**src/rtl/ram_arbiter.sv**
```systemverilog
// Round-robin arbiter: instruction fetch (p0, read-only) and load/store (p1) sharing one
// single-port read-first RAM. Define RAM_ARB_RMW_EN for byte-strobed read-modify-write.
module ram_arbiter #(
  parameter int DEPTH      = 2**16,
  parameter int DATA_WIDTH = 32,
  localparam int AW        = $clog2(DEPTH),
  localparam int BW        = DATA_WIDTH/8
) (
  input  logic                  i_clk,
  input  logic                  i_rst_n,
  input  logic                  i_p0_req,
  input  logic [AW-1:0]         i_p0_addr,
  output logic                  o_p0_gnt,
  output logic                  o_p0_rvalid,
  output logic [DATA_WIDTH-1:0] o_p0_rdata,
  input  logic                  i_p1_req,
  input  logic                  i_p1_we,
  input  logic [AW-1:0]         i_p1_addr,
  input  logic [DATA_WIDTH-1:0] i_p1_wdata,
  input  logic [BW-1:0]         i_p1_be,
  output logic                  o_p1_gnt,
  output logic                  o_p1_rvalid,
  output logic [DATA_WIDTH-1:0] o_p1_rdata,
  output logic [AW-1:0]         o_ram_addr,
  output logic [DATA_WIDTH-1:0] o_ram_data,
  output logic                  o_ram_we,
  input  logic [DATA_WIDTH-1:0] i_ram_data
);

  logic last_q, last_d;
  logic p0Rvalid_q, p0Rvalid_d;
  logic p1Rvalid_q, p1Rvalid_d;
  logic gnt0, gnt1;
  logic inMerge;
  logic fullBe;

`ifdef RAM_ARB_RMW_EN
  typedef enum logic {IDLE = 1'b0, MERGE = 1'b1} state_e;

  state_e                state_q, state_d;
  logic [AW-1:0]         mAddr_q, mAddr_d;
  logic [DATA_WIDTH-1:0] mWdata_q, mWdata_d;
  logic [BW-1:0]         mBe_q, mBe_d;
  logic                  partialBe;
  logic [DATA_WIDTH-1:0] mergedData;

  assign inMerge   = (state_q == MERGE);
  assign fullBe    = &i_p1_be;
  assign partialBe = (|i_p1_be) && !(&i_p1_be);

  // The RAM is read-first, so during MERGE i_ram_data holds the word read on the grant cycle.
  always_comb begin
    mergedData = '0;
    for (int b = 0; b < BW; b++) begin
      mergedData[8*b +: 8] = mBe_q[b] ? mWdata_q[8*b +: 8] : i_ram_data[8*b +: 8];
    end
  end
`else
  assign inMerge = 1'b0;
  assign fullBe  = |i_p1_be;
`endif

  always_comb begin
    gnt0 = 1'b0;
    gnt1 = 1'b0;
    if (i_rst_n && !inMerge) begin
      gnt0 = i_p0_req && (!i_p1_req || last_q);
      gnt1 = i_p1_req && (!i_p0_req || !last_q);
    end
  end

  assign o_p0_gnt = gnt0;
  assign o_p1_gnt = gnt1;

  always_ff @(posedge i_clk or negedge i_rst_n) begin
    if (!i_rst_n) begin
      last_q     <= 1'b1;
      p0Rvalid_q <= 1'b0;
      p1Rvalid_q <= 1'b0;
`ifdef RAM_ARB_RMW_EN
      state_q    <= IDLE;
      mAddr_q    <= '0;
      mWdata_q   <= '0;
      mBe_q      <= '0;
`endif
    end else begin
      last_q     <= last_d;
      p0Rvalid_q <= p0Rvalid_d;
      p1Rvalid_q <= p1Rvalid_d;
`ifdef RAM_ARB_RMW_EN
      state_q    <= state_d;
      mAddr_q    <= mAddr_d;
      mWdata_q   <= mWdata_d;
      mBe_q      <= mBe_d;
`endif
    end
  end

  always_comb begin
    last_d = last_q;
    if (gnt1) begin
      last_d = 1'b1;
    end else if (gnt0) begin
      last_d = 1'b0;
    end
    p0Rvalid_d = gnt0;
    p1Rvalid_d = gnt1 && !i_p1_we;
`ifdef RAM_ARB_RMW_EN
    state_d  = state_q;
    mAddr_d  = mAddr_q;
    mWdata_d = mWdata_q;
    mBe_d    = mBe_q;
    case (state_q)
      IDLE: begin
        if (gnt1 && i_p1_we && partialBe) begin
          state_d  = MERGE;
          mAddr_d  = i_p1_addr;
          mWdata_d = i_p1_wdata;
          mBe_d    = i_p1_be;
        end
      end
      MERGE:   state_d = IDLE;
      default: state_d = IDLE;
    endcase
`endif
  end

  // A granted partial write leaves o_ram_we low so the grant cycle reads the old word.
  always_comb begin
    o_ram_addr = '0;
    o_ram_data = '0;
    o_ram_we   = 1'b0;
`ifdef RAM_ARB_RMW_EN
    if (inMerge) begin
      o_ram_addr = mAddr_q;
      o_ram_data = mergedData;
      o_ram_we   = 1'b1;
    end else
`endif
    if (gnt0) begin
      o_ram_addr = i_p0_addr;
    end else if (gnt1) begin
      o_ram_addr = i_p1_addr;
      if (i_p1_we && fullBe) begin
        o_ram_data = i_p1_wdata;
        o_ram_we   = 1'b1;
      end
    end
  end

  assign o_p0_rvalid = p0Rvalid_q;
  assign o_p1_rvalid = p1Rvalid_q;
  assign o_p0_rdata  = p0Rvalid_q ? i_ram_data : '0;
  assign o_p1_rdata  = p1Rvalid_q ? i_ram_data : '0;

endmodule

```
**config.mk**
```make
export PLATFORM = sky130hd
export DESIGN_NAME = ram_arbiter
export DESIGN_NICKNAME = d
export VERILOG_FILES = /design/src/rtl/ram_arbiter.sv
export SDC_FILE = /design/constraint.sdc
export NUM_CORES = 1
export LEC_CHECK = 0
export BUFFER_PORTS_ARGS = -buffer_cell sky130_fd_sc_hd__buf_2
export CORE_AREA = 2 2 85 87
export CTS_CLUSTER_DIAMETER = 80
export DETAILED_ROUTE_END_ITERATION = 12
export DIE_AREA = 0 0 87 89
export PLACE_DENSITY = 0.62
export SLEW_MARGIN = 40
export SYNTH_ARGS = -nofsm -noshare
export SYNTH_HDL_FRONTEND = slang
export SYNTH_SLANG_ARGS = --single-unit
```
**constraint.sdc**
```tcl
create_clock -name i_clk -period 2.94 [get_ports i_clk]
set_input_delay 0.294 -clock i_clk [delete_from_list [all_inputs] [get_ports i_clk]]
set_output_delay 0.294 -clock i_clk [all_outputs]
set_load 0.01 [all_outputs]
```
=== Word-level counts from Yosys, hierarchy flattened ===
Cells that the tools add are included.

* Mux-type cells: 14
* Reduce and logical (&&, ||, !) cells: 12

{| class="wikitable"
|+ Operator list
! cell !! number
|-
| 32-bit two-way mux || 5
|-
| 16-bit two-way mux || 2
|-
| 1-bit two-way mux || 7
|-
| 1-bit logical AND || 4
|-
| 1-bit zero test || 4
|-
| 4-bit OR reduction || 1
|-
| 1-bit logical OR || 2
|-
| 2-bit nonzero test || 1
|}

* Flip-flop bits (word level): 3
* Input port bits: 105

=== Logic depth before layout (Yosys ltp) ===
Gate-level depths: netlist of run 1.

* Word-level depth: 6
* Gate-level depth with buffers: 4
* Mapped depth without buffers: 3

=== Worst setup path before layout of run 1 ===
Ideal clock, no wire load.

* Path kind: reg-to-output
* Start: register last_q
* End: output port o_ram_addr[10]
* Slack: 1.427 ns
* Cell stages (with the launch flop): 5
* Buffers on the path: 1
* Data required time: 2.646 ns
* Data arrival time: 1.219 ns
* Path through: dfstp_2 > inv_1 > a21oi_4 > buf_4 > a22o_1

* Elaborated cells between the ends (all ways): 9
* Classes of those cells: mux: 4; reduce/logical: 5

{| class="wikitable"
|+ RTL lines
! item !! line !! text
|-
| from (decl) || 30 || <nowiki>logic last_q, last_d;</nowiki>
|-
| from (signal assigned) || 87 || <nowiki>last_q <= last_d;</nowiki>
|-
| 1-bit logical OR || 67 || <nowiki>gnt0 = i_p0_req && (!i_p1_req || last_q);</nowiki>
|-
| 1-bit logical AND || 67 ||
|-
| 1-bit two-way mux || 66 || <nowiki>if (i_rst_n && !inMerge) begin</nowiki>
|-
| net o_p0_gnt || 13 || <nowiki>output logic o_p0_gnt,</nowiki>
|-
| 16-bit two-way mux || 140 || <nowiki>if (gnt0) begin</nowiki>
|-
| to (decl) || 24 || <nowiki>output logic [AW-1:0] o_ram_addr,</nowiki>
|}

The timed path passes the listed nets, and every way through them passes these cells.

=== Worst setup path in the final report of run 1 ===
* Start: input port i_rst_n
* End: output port o_ram_addr[15]

* Word-level cells in the longest chain between the ends: 3
* Elaborated cells between the ends (all ways): 4
* Classes of those cells: mux: 4

{| class="wikitable"
|+ Ends and longest elaborated chain
! item !! line !! text
|-
| from (decl) || 10 || <nowiki>input logic i_rst_n,</nowiki>
|-
| 1-bit two-way mux || 66 ||
|-
| 16-bit two-way mux || 142 || <nowiki>end else if (gnt1) begin</nowiki>
|-
| 16-bit two-way mux * || 140 ||
|}

Mark *: on every way between the ends. The rest lies on a longest branch, timed or not.

==> impl.org, run 1 <==
** Run status
- Run status :: completed

** Power and ir drop
- For this design the static power due to leakage is 1.47 nW.
- Across the VDD grid, the largest voltage drop is 0.231 mV.
- The completed layout was analyzed and its total power is 0.424 mW.
- Power density over cell area :: 195 nW/um2

** Global route
- Entering global routing, the biggest net connects 34 pins.
- The first global-routing pass estimated 6000 um of wire.
- Vias in the first global route :: 1322
- Number of antenna violations at the first check in global routing :: 0
- The total overflow left after global routing is 0.
- For this run, the total global-route usage over all layers was measured as 9.61%.

** Critical path
- Largest stage delay on the critical path :: 0.58 ns
- Kind of cell adding the most delay to the critical path :: buffers and inverters
- Arrival time reported for the critical path endpoint :: 2.06 ns
- STA puts the critical path data required time at 2.65 ns.
- The number of buffers and inverters on the critical path is 3.
- Along the worst path, the maximum fanout reaches 18.
- CP Class :: primary input to output pin
- Cell occurring most often along the worst timing path :: buf_2
- The worst setup path is launched from a primary input.
- Kind of end point of the critical path :: output pin
- Ordered cell list for the critical path :: dlygate4sd3_1 -> buf_2 -> nand2_2 -> a21oi_2 -> a22o_1 -> buf_2
- On the critical path, the stage with the largest delay is an instance of a21oi_2.

** Placed design
- Placed wire-length estimate after detailed placement :: 4010 um
- The count of buffers added on input and output ports is 221.
- GPL Wtd Cong :: 0.746

** STA
- Actual transition at the worst max-transition pin :: 0.766 ns
- Min Clock Period, post-route :: 2.35 ns
- The final max-slew violation count is 0.
- For the final database, setup skew stands at 0.00168 ns.
- Final setup violation count :: 0
- In this run the tightest slew margin relative to its limit is 48.9%.
- Adding up every negative setup slack in the final design gives 0 ns.
- The final hold violation count came to 0.
- The final critical path takes up 80.0% of the cycle.
- Maximum frequency from static timing analysis :: 0.425 GHz
- Setup repair after global routing missed its margin :: false

** Floorplan
- In this run the core area contains 30 standard-cell rows.
- The floorplan step set the die height to 89 um.
- The initial utilization of the core area, before any placement, comes to 14.6%.
- Die area :: 7740 um2
- Die width :: 87 um
- Top-level I/O count :: 222
- Total core area :: 6720 um2

** Min path
- The worst hold path belongs to the class primary input to flop.

** Flow run
- Number of max-capacitance violations reported :: 0

** Clocking
- TritonCTS built the clock tree.
- Clock Pin Slew Worst Setup and Hold Paths :: 0.03 ns
- Counting along the longest clock path gives a buffer depth of 2.
- Post-CTS Setup Inserts :: 0
- In this run the number of H-tree levels came out at 1.
- Total clock sinks :: 3
- In this run, CTS created clock tree buffers numbering 3.
- At the later pin of the worst-skew pair, clock insertion delay measures 0.22 ns.
- In this run the clock root is driven by a clkbuf_8.

** Route
- After detailed routing, the average wire length per cell comes to 10.7 um.
- Iteration count of the initial detailed-routing pass :: 4
- Dividing the detail-routed via count by the number of cells gives 3.92.
- The routed design has 4630 um of wire.
- Number of vias in the routed layout :: 1695
- The detail route stage leaves a number of antenna-violating nets equal to 0.
- DRC :: 0
- Initial detailed-routing violation count :: 28

** Synthesis
- Syn Nets :: 241
- The mapped netlist covers 983 um2.
- Register bit count reported by yosys :: 3
- Number of distinct standard cells referenced by the synthesized netlist :: 16
- Synthesis produced 136 cells.
- Mean area per synthesized cell :: 7.23 um2
- Part of the Yosys area used for sequential elements :: 7.76%
- Yosys warns :: 0

** Finish
- Net count reported at finish :: 458
- Antenna Diode Count :: 0
- The area growth from synthesis to layout is 122%.
- Fillers :: 732
- Utilization after layout :: 32.5%
- Commonest cells after routing, fill and taps aside :: 221 x buf_2, 96 x and2_1, 16 x a22o_1
- Cells with a size suffix above 1 make up 65.9% of the layout.
- Most frequent standard cell in the layout excluding fill and tap cells :: buf_2
==> where the power goes <==
group	switching (mW)	internal, mW	total [mW]
logic	0.111	0.130	0.242
registers	0.0151	0.0480	0.0631
clock network	0.0272	0.0925	0.120
==> sequential cells by signal (all words and copies together), names as in the netlist <==
name and flops:
o_p0_rvalid 1, o_p1_rvalid 1, last_q 1
==> worst paths after layout <==
path	from	end	slack (ns)	cells after the start
max reg2reg	last_q$_DFFE_PN1P_	o_p1_rvalid$_DFF_PN0_	1.65	2
min	i_p1_we	o_p1_rvalid$_DFF_PN0_	0.41	2
min in group asynchronous	i_rst_n	o_p1_rvalid$_DFF_PN0_	0.44	2
max in group asynchronous	i_rst_n	last_q$_DFFE_PN1P_	2.29	2
min reg2reg	last_q$_DFFE_PN1P_	last_q$_DFFE_PN1P_	0.55	2
max	i_rst_n	o_ram_addr[15]	0.59	6
==> kinds of logic after synthesis <==
group                  Yosys count  synth area share, %
buffers and inverters           12                 8.01
flip-flops                       3                 7.76
AO/OA/AOI/OAI                   21                 21.0
AND/OR/NAND/NOR                100                 63.2
==> metal layers <==
metal | vias up | global-route usage [%] | wire length (um)
li1 | 871 | - | -
met4 | 0 | 3.98 | 40
met2 | 121 | 18.7 | 2420
met1 | 699 | 10.3 | 1690
met3 | 4 | 1.39 | 477
met5 | - | 0 | 0
==> synth_stat cells (all sizes together) <==
cell type	count	area share, %
a211oi	1	2.0
a21oi	2	2.5
a22o	16	14
and2	96	61
and2b	1	0.76
buf	5	5.3
clkbuf	6	2.3
dfrtp	2	5.1
dfstp	1	2.7
inv	1	0.38
nand2	3	1.4
o21ai	1	0.51
o41ai	1	1.7
==> per-stage QoR <==
stage / std cells / worst slack (ns) / instance area, um2 / hold WS [ns]
final: 432 / 0.587 / 2180 / 0.412
after global routing: 432 / 0.440 / 2180 / 0.423
after CTS: 431 / 0.441 / 2170 / 0.410
after detailed placement: 426 / 0.971 / 2110 / 0.112
after global placement: 426 / 1.07 / 2110 / 0.106
after floorplan: 136 / 1.43 / 983 / -0.00159
==> worst register-to-register path, stage by stage, from the launching register on <==
cell and delay [ns]:
dfstp_2 0.39, a21oi_2 0.62, and2b_1 0.21
==> final cells by class <==
type	count	area, um2	area share [%]
inverters	1	3.75	0.172
well taps	80	100	4.59
flip-flops and latches	3	77.6	3.56
clock buffers	4	45.0	2.06
multi-input cells	121	828	38.0
repair buffers	223	1130	51.7
==> repair_timing <==
item,in CTS,in global routing
resized for setup,0,0
endpoints found under the setup margin,0,0
hold buffers,1,0
endpoints found under the hold margin,2,0
Power figures use the tool's default switching activity.
==> run 2, diff against run 1 <==
--- a/config.mk
+++ b/config.mk
@@ -5,12 +5,13 @@
 export SDC_FILE = /design/constraint.sdc
 export NUM_CORES = 1
 export LEC_CHECK = 0
+export ABC_AREA = 1
 export BUFFER_PORTS_ARGS = -buffer_cell sky130_fd_sc_hd__buf_2
-export CORE_AREA = 2 2 85 87
+export CORE_AREA = 2 2 86 88
 export CTS_CLUSTER_DIAMETER = 80
 export DETAILED_ROUTE_END_ITERATION = 12
-export DIE_AREA = 0 0 87 89
-export PLACE_DENSITY = 0.62
+export DIE_AREA = 0 0 88 90
+export PLACE_DENSITY = 0.67
 export SLEW_MARGIN = 40
 export SYNTH_ARGS = -nofsm -noshare
 export SYNTH_HDL_FRONTEND = slang
==> constraint.sdc (replaced) <==
create_clock -name i_clk -period 1.95 [get_ports i_clk]
set_input_delay 0.195 -clock i_clk [delete_from_list [all_inputs] [get_ports i_clk]]
set_output_delay 0.195 -clock i_clk [all_outputs]
set_load 0.01 [all_outputs]
==> run 2 against run 1 <==
Compared with the run above:
- wire length up 15%
- clock power up 51%
- total power up 59%
- final area up 12%
- register-to-register slack worse by 0.79 ns
==> impl.org, run 2 <==
** Route
- Detailed-routed wire length on met2 :: 2670 um (+10%)
- Routed vias/inst :: 3.93 (about the same)
- The post-detailed-route DRC marker count is 0 (unchanged).
- M1 WL :: 2140 um (+27%)
- Signal routing reaches up to met4.
- Sum of routed wire length over all layers :: 5340 um (+15%)
- Iteration count of the initial detailed-routing pass :: 4 (unchanged)
- The remaining antenna violation count after routing is 0 (unchanged).
- The mean routed wirelength per cell came to 9.10 um (-15%).
- The sum of met3 wire segment lengths after detailed routing came to 489 um (+2.5%).
- Number of vias in the routed layout :: 2305 (+36%)
- Initial detailed-routing violation count :: 48 (+71%)

** Synthesis
- The post-synthesis cell type count was 15 (-1).
- Yosys warns :: 0 (unchanged)
- Ranked by instance count, the synthesized netlist is headed by 118 x nand2_1, 65 x inv_1, 32 x nand3_1.
- Part of the Yosys area used for sequential elements :: 6.29% (-1.5 points)
- Number of enable-type register cells in the synthesized netlist :: 0 (unchanged)
- The number of nets produced by synthesis is 380 (+58%).
- Fraction of post-synthesis cell area in the top cell type by area :: 36.5% (-25 points)
- Most instantiated library cell after synthesis :: nand2_1
- The mapped cell area is 1210 um2 (+23%).
- Largest area contributor in the synthesized netlist :: nand2_1
- Async SR Flop Fraction :: 100% (unchanged)
- The synthesized area divided by synthesized cell count came to 4.41 um2 (-39%).
- The post-synthesis cell count was 275 (+100%).
- Register bit count reported by yosys :: 3 (unchanged)
- Cell types with the largest area share after synthesis :: nand2_1 36%, inv_1 20%, nand3_1 13%
- Most used flip-flop cell after synthesis :: dfrtp_1

** Finish
- Commonest cells after routing, fill and taps aside :: 221 x buf_2, 118 x nand2_1, 65 x inv_1
- The number of fill cells in the layout was 800 (+9.3%).
- Leaving out fill and tap cells, the most frequent cell in the layout is buf_2.
- Share of cells above drive strength 1 :: 49.4% (-17 points)
- Area of all placed cells without fillers :: 2440 um2 (+12%)
- The number of cells in the finished layout apart from fillers came to 587 (+36%).
- The number of diodes was 0 (unchanged).
- Layout Area Growth over Synthesis :: 101%
- Utilization after layout :: 34.8% (+2.3 points)
- Net count reported at finish :: 594 (+30%)

** Clocking
- The clock transition at the registers of the reported paths was 0.03 ns (about the same).
- The number of buffers between clock root and the deepest sink came to 2 (unchanged).
- Clock tree root buffer cell :: clkbuf_8
- The clock buffer count from CTS came to 3 (unchanged).
- The number of setup buffers added after CTS is 0 (unchanged).
- The H-tree level count is 1 (unchanged).
- The CTS sink count came to 3 (unchanged).
- Source-to-sink clock delay at the later pin of the worst-skew pair :: 0.21 ns (about the same)
- CTS tree :: done

** STA
- Static timing analysis puts the maximum clock frequency at 0.547 GHz.
- Actual transition at the worst max-transition pin :: 0.574 ns (-0.192 ns)
- Setup repair after global routing missed its margin :: true
- The number of setup violations in the final report came to 0 (unchanged).
- The final max-slew violation count is 0 (unchanged).
- The largest clock skew in the final design is 0.000102 ns (-0.00157 ns).
- Min Clock Period, post-route :: 1.83 ns
- Total count of hold-check failures in the final report :: 0 (unchanged)
- The final critical path takes up 93.8% of the cycle.
- The worst slack on hold paths is 0.301 ns (-0.110 ns).
- Rel. slew slack :: 61.8% (+13 points)

** Critical path
- Ordered cell list for the critical path :: dlygate4sd3_1 -> buf_2 -> nand2_1 -> a21oi_4 -> buf_6 -> nand2_1 -> nand2_1 -> buf_2
- On the critical path the largest part of the delay comes from buffers and inverters.
- The critical path ends at o_ram_addr[12].
- The arrival time of data at the critical path endpoint is 1.63 ns (-0.43 ns).
- The critical path is of the primary input to output pin type.
- FF-to-FF path depth :: 3 (+1)
- Required @ worst endpoint :: 1.75 ns (-0.90 ns)
- Critical Path Start :: i_rst_n
- STA classifies the critical path endpoint as an output pin.
- Cell occurring most often along the worst timing path :: nand2_1
- The sum of buffers and inverters on the critical path was 4 (+1).
- Largest stage delay on the critical path :: 0.54 ns (-0.04 ns)
- Crit Reg-Reg Startpoint :: last_q$_DFFE_PN1P_
- Critical path depth in cells :: 8 (+2)
- Crit path launch type :: primary input
- Max Fanout on Critical Path :: 17 (-1)
- The slowest stage of the critical path belongs to the cell dlygate4sd3_1.
- The minimum setup slack among reg-to-reg paths came to 0.86 ns (-0.79 ns).
- Capture instance of the worst register-to-register path :: o_p1_rvalid$_DFF_PN0_

** Placed design
- The estimated wirelength of the detail-placed design is 4490 um (+12%).
- Placed cell count :: 582 (+37%)
- Port Buffers :: 221 (unchanged)
- GPL Wtd Cong :: 0.761 (+2.0%)
- The placed cell area was 2380 um2 (+12%).

** Power and ir drop
- The cell internal power dissipation is 0.398 mW (+47%).
- The reported net switching power came to 0.276 mW (+80%).
- Part of the power in combinational logic :: 62.0% (+5.0 points)
- The fraction of power consumed by the clock network is 26.9% (-1.3 points).
- Leakage Power :: 2.06 nW (+40%)
- The proportion of total power due to net switching came to 40.9% (+4.7 points).
- Power density over cell area :: 276 nW/um2 (+42%)
- Peak supply drop :: 0.157 mV (-32%)
- Relative contribution of sequential cells to total power :: 11.1% (-3.8 points)

** Global route
- The maximum number of pins on one net before global-route repair came to 36 (+5.9%).
- The first-pass GRT wire length is 8100 um (+35%).
- Global-route total usage across every layer :: 11.9% (+2.2 points)
- Number of antenna violations at the first check in global routing :: 0 (unchanged)
- The remaining global-route overflow was 0 (unchanged).
- Vias in the first global route :: 1989 (+50%)

** Floorplan
- Die H :: 90 um (+1.1%)
- Die area :: 7920 um2 (+2.3%)
- Starting density of the core :: 17.3% (+2.7 points)
- The number of placement rows was 31 (+3.3%).
- The I/O pin count was 222 (unchanged).
- The chip width came to 88 um (+1.1%).
- The area of the core region was 7020 um2 (+4.5%).

** Run status
- Run status :: completed

** Flow run
- The number of max-cap violations is 0 (unchanged).

** Min path
- Worst hold-check path type :: primary input to flop
## run 2: what timing repair did
| action | CTS | global route |
|---|---|---|
| setup endpoints to repair | 0 | 15 |
| hold endpoints to repair | 3 | 0 |
| gates resized for setup | 0 | 2 |
| hold buffers | 1 | 0 |
## run 2: power by group through the flow
stage	sequential, mW	combinational [mW]	clock (mW)
floorplan	0.0780	0.205	0
global placement	0.0749	0.410	0
detailed placement	0.0758	0.417	0
CTS	0.0751	0.420	0.188
global route	0.0757	0.466	0.192
finish	0.0751	0.418	0.181
## run 2: worst reg2reg max path, cell delays in order (launching register included)
cell,delay [ns]
dfstp_2,0.56
a21oi_4,0.07
inv_4,0.27
nor2_2,0.05
## run 2: worst min-delay path by stage
stage,startpoint,to,slack [ns],depth (start not counted)
after global placement,i_rst_n,o_p0_rvalid$_DFF_PN0_,0.006,1
after detailed placement,i_rst_n,o_p1_rvalid$_DFF_PN0_,0.01,1
final,i_p0_req,last_q$_DFFE_PN1P_,0.30,4
after global routing,i_p0_req,last_q$_DFFE_PN1P_,0.32,4
after CTS,i_p0_req,last_q$_DFFE_PN1P_,0.30,4
after floorplan,i_rst_n,o_p0_rvalid$_DFF_PN0_,-0.10,0
## run 2: logic make-up after synthesis
group	Yosys count	synth area share [%]
simple gates	186	62.5
flops	3	6.29
compound gates	2	2.06
buf+inv	84	29.2
## run 2: cell type report
type                       instances  area [um2]  area share, %
inverter                          66         250           10.3
clock buffer                       4        45.0           1.85
timing repair buffer             227        1160           47.6
multi-input combinational        188         783           32.1
sequential                         3        76.3           3.13
tap                               99         124           5.08
## run 2: routing by layer
metal	track usage, %	up-vias
met5	0	-
met4	2.18	0
met3	1.10	4
met2	24.0	129
met1	12.8	970
li1	-	1202
## run 2: through the flow
step / setup TNS (ns) / power [mW] / worst slack [ns]
4_1_cts: 0 / 0.683 / 0.0626
3_3_place_gp: 0 / 0.485 / 0.566
2_1_floorplan: 0 / 0.283 / 0.584
5_1_grt: -0.00850 / 0.734 / -0.00751
6_report: 0 / 0.674 / 0.120
3_5_place_dp: 0 / 0.493 / 0.486
==> run 3, diff against run 2 <==
--- a/config.mk
+++ b/config.mk
@@ -11,7 +11,7 @@
 export CTS_CLUSTER_DIAMETER = 80
 export DETAILED_ROUTE_END_ITERATION = 12
 export DIE_AREA = 0 0 88 90
-export PLACE_DENSITY = 0.67
+export PLACE_DENSITY = 0.62
 export SLEW_MARGIN = 40
 export SYNTH_ARGS = -nofsm -noshare
 export SYNTH_HDL_FRONTEND = slang
==> run 3 against run 2 <==
Compared with the run above:
- fmax increased by 0.88%
- sequential power down 0.5%
- clock power barely moved
- via count barely moved
- wire length is 3.9% higher
- largest cell class unchanged
- sequential share of layout area barely moved
- cell count did not move
- final area shrank 0.31%
- largest power group unchanged
- global-route usage increased by 1.0 points
- register-to-register slack improved by 0.02 ns
==> impl.org, run 3 (synthesis gave the netlist of run 2 again) <==
** Route
- DRC :: 0 (unchanged)
- The aggregate routed wire length came to 5550 um (+3.9%).
- Antenna violation net count after detailed routing :: 0 (unchanged)
- The initial DRC count came to 40 (-17%).
- Iteration count of the initial detailed-routing pass :: 4 (unchanged)
- The mean routed wirelength per cell came to 9.45 um (+3.9%).
- The total via count in the routed design came to 2303 (-0.087%).
- The detail-routed via count per cell was 3.92 (about the same).

** Critical path
- Cell occurring most often along the worst timing path :: nand2_1
- Required @ worst endpoint :: 1.75 ns (about the same)
- Critical path depth in cells :: 8 (unchanged)
- Critical Path Start :: i_rst_n
- The length in cells of the worst reg-to-reg path is 3 (unchanged).
- Grouping stages by cell kind, the critical path spends the most delay in buffers and inverters.
- Critical path buffer and inverter count :: 4 (unchanged)
- In this run the critical register-to-register path is launched from last_q$_DFFE_PN1P_.
- CP Class :: primary input to output pin
- Kind of end point of the critical path :: output pin
- Reg-to-reg setup timing slack :: 0.88 ns (+0.02 ns)
- Crit path launch type :: primary input
- Arrival time reported for the critical path endpoint :: 1.62 ns (about the same)
- The delay of the slowest critical-path stage is 0.52 ns (-0.02 ns).
- Crit path to :: o_ram_addr[2]
- Max Fanout on Critical Path :: 17 (unchanged)
- On the critical path, the stage with the largest delay is an instance of dlygate4sd3_1.
- Ordered cell list for the critical path :: dlygate4sd3_1 -> buf_2 -> nand2_1 -> a21oi_4 -> buf_4 -> nand2_1 -> nand2_1 -> buf_2
- The endpoint identified for the worst register-to-register timing path is last_q$_DFFE_PN1P_.

** Clocking
- Number of buffers inserted during clock tree synthesis :: 3 (unchanged)
- The clock insertion delay at the later pin of the skew report came to 0.21 ns (about the same).
- H-tree depth :: 1 (unchanged)
- The CTS sink count came to 3 (unchanged).
- CTS tree :: done
- Post-CTS Setup Inserts :: 0 (unchanged)
- Clock tree root buffer cell :: clkbuf_8
- Clock Path Buffers :: 2 (unchanged)
- The clock transition at the registers of the reported paths is 0.03 ns (about the same).

** Power and ir drop
- The leakage power total came to 2.06 nW (about the same).
- Sw frac :: 40.9% (about the same)
- Power density over cell area :: 276 nW/um2 (about the same)
- The combinational share of power is 62.0% (about the same).
- The sequential group share of total power is 11.1% (about the same).
- The fraction of power consumed by the clock network was 26.8% (about the same).
- The cell internal power dissipation came to 0.397 mW (-0.43%).
- Peak supply drop :: 0.143 mV (-9.1%)
- The reported net switching power is 0.275 mW (-0.34%).
- The overall power of the completed layout is 0.671 mW (-0.39%).

** Floorplan
- The area of the core region came to 7020 um2 (unchanged).
- The effective utilization at floorplan was 17.3% (unchanged).
- Top-level I/O count :: 222 (unchanged)
- Number of rows created at floorplan :: 31 (unchanged)
- Die area :: 7920 um2 (unchanged)
- Die H :: 90 um (unchanged)
- The chip width came to 88 um (unchanged).

** STA
- The post-route setup TNS came to 0 ns (unchanged).
- Total count of hold-check failures in the final report :: 0 (unchanged)
- The final clock period utilization by the worst path came to 93.0% (-0.82 points).
- The number of setup violations in the final report came to 0 (unchanged).
- Actual transition at the worst max-transition pin :: 0.568 ns (-0.00544 ns)
- The largest clock skew in the final design was 0.0000681 ns (-0.0000343 ns).
- Setup repair after global routing could not meet its margin everywhere.
- Rel. slew slack :: 62.1% (+0.36 points)
- Fin. max-slew vios :: 0 (unchanged)
- The timing-limited maximum frequency came to 0.551 GHz (+0.88%).
- The time the worst path needs with I/O delays and setup is 1.81 ns (-0.0160 ns).

** Global route
- Grt total ovfl :: 0 (unchanged)
- The number of antenna violations at the first check in global routing was 0 (unchanged).
- The maximum number of pins on one net before global-route repair came to 36 (unchanged).
- The first-pass GRT wire length came to 8570 um (+5.8%).
- Global-route total usage across every layer :: 12.9% (+1.0 points)
- Vias in the first global route :: 2101 (+5.6%)

** Finish
- Antenna Diode Count :: 0 (unchanged)
- Leaving out fill and tap cells, the most frequent cell in the layout is buf_2.
- The final cell utilization of the core is 34.6% (-0.11 points).
- Share of cells above drive strength 1 :: 49.4% (unchanged)
- The number of nets in the finished design was 594 (unchanged).
- The finished layout cell area came to 2430 um2 (-0.31%).
- From synthesis to final layout, the design area changed by 100%.
- Commonest cells after routing, fill and taps aside :: 221 x buf_2, 118 x nand2_1, 65 x inv_1

** Min path
- The path class of the tightest hold or removal check is primary input to flop.

** Placed design
- The last weighted congestion value of the routability-driven placer is 0.767 (+0.71%).
- DP Area :: 2380 um2 (unchanged)
- The estimated wirelength of the detail-placed design was 4690 um (+4.6%).
- The count of port buffers added during placement came to 221 (unchanged).

** Run status
- Run status :: completed

** Flow run
- Number of max-capacitance violations reported :: 0 (unchanged)
[run 3: cell counts in the layout (fill, tap and decap cells not counted)]
No cell type changed its count.
[run 3: per-stage QoR]
step	std cells	hold WS [ns]	setup WS, ns
finish	587	0.177	0.136
global route	587	0.183	-0.0244
CTS	587	0.176	0.0978
detailed placement	582	0.00753	0.539
global placement	582	0.00428	0.590
floorplan	275	-0.101	0.584
[run 3: worst min-delay path by stage]
stage / from / to / slack (ns) / depth (start not counted)
floorplan: i_rst_n / o_p0_rvalid$_DFF_PN0_ / -0.10 / 0
global placement: i_rst_n / o_p0_rvalid$_DFF_PN0_ / 0.004 / 1
detailed placement: i_rst_n / o_p0_rvalid$_DFF_PN0_ / 0.008 / 1
CTS: i_p1_req / o_p0_rvalid$_DFF_PN0_ / 0.18 / 2
global route: i_p1_req / o_p0_rvalid$_DFF_PN0_ / 0.18 / 2
finish: i_p1_req / o_p0_rvalid$_DFF_PN0_ / 0.18 / 2
[run 3: layout make-up]
class                           count  area (um2)
Fill cell                         783        4590
Timing Repair Buffer              227        1150
Multi-Input combinational cell    188         783
Inverter                           66         250
Tap cell                           99         124
Sequential cell                     3        76.3
Clock buffer                        4        45.0
[run 3: timing repair]
item / in CTS / in global routing
endpoints found under the hold margin: 3 / 0
setup endpoints to repair: 0 / 8
hold buffers: 1 / 0
resized for setup: 0 / 0
[run 3: routing by layer]
metal / vias to the layer above / share of wire, % / GRT usage, %
met5: - / 0 / 0
met4: 0 / 0.70 / 3.46
met3: 4 / 11 / 2.39
met2: 138 / 50 / 25.6
met1: 960 / 39 / 13.2
li1: 1201 / - / -
[run 3: power groups by stage]
stage | Clock (mW) | Sequential, mW | Combinational (mW)
finish | 0.180 | 0.0747 | 0.416
global route | 0.192 | 0.0754 | 0.470
CTS | 0.183 | 0.0746 | 0.423
detailed placement | 0 | 0.0755 | 0.419
global placement | 0 | 0.0749 | 0.415
floorplan | 0 | 0.0780 | 0.205
[run 3: worst reg2reg max path, stage by stage, from the launching register on]
cell and delay (ns):
dfstp_2 0.55, a21oi_4 0.07, inv_4 0.27, nand2_1 0.09
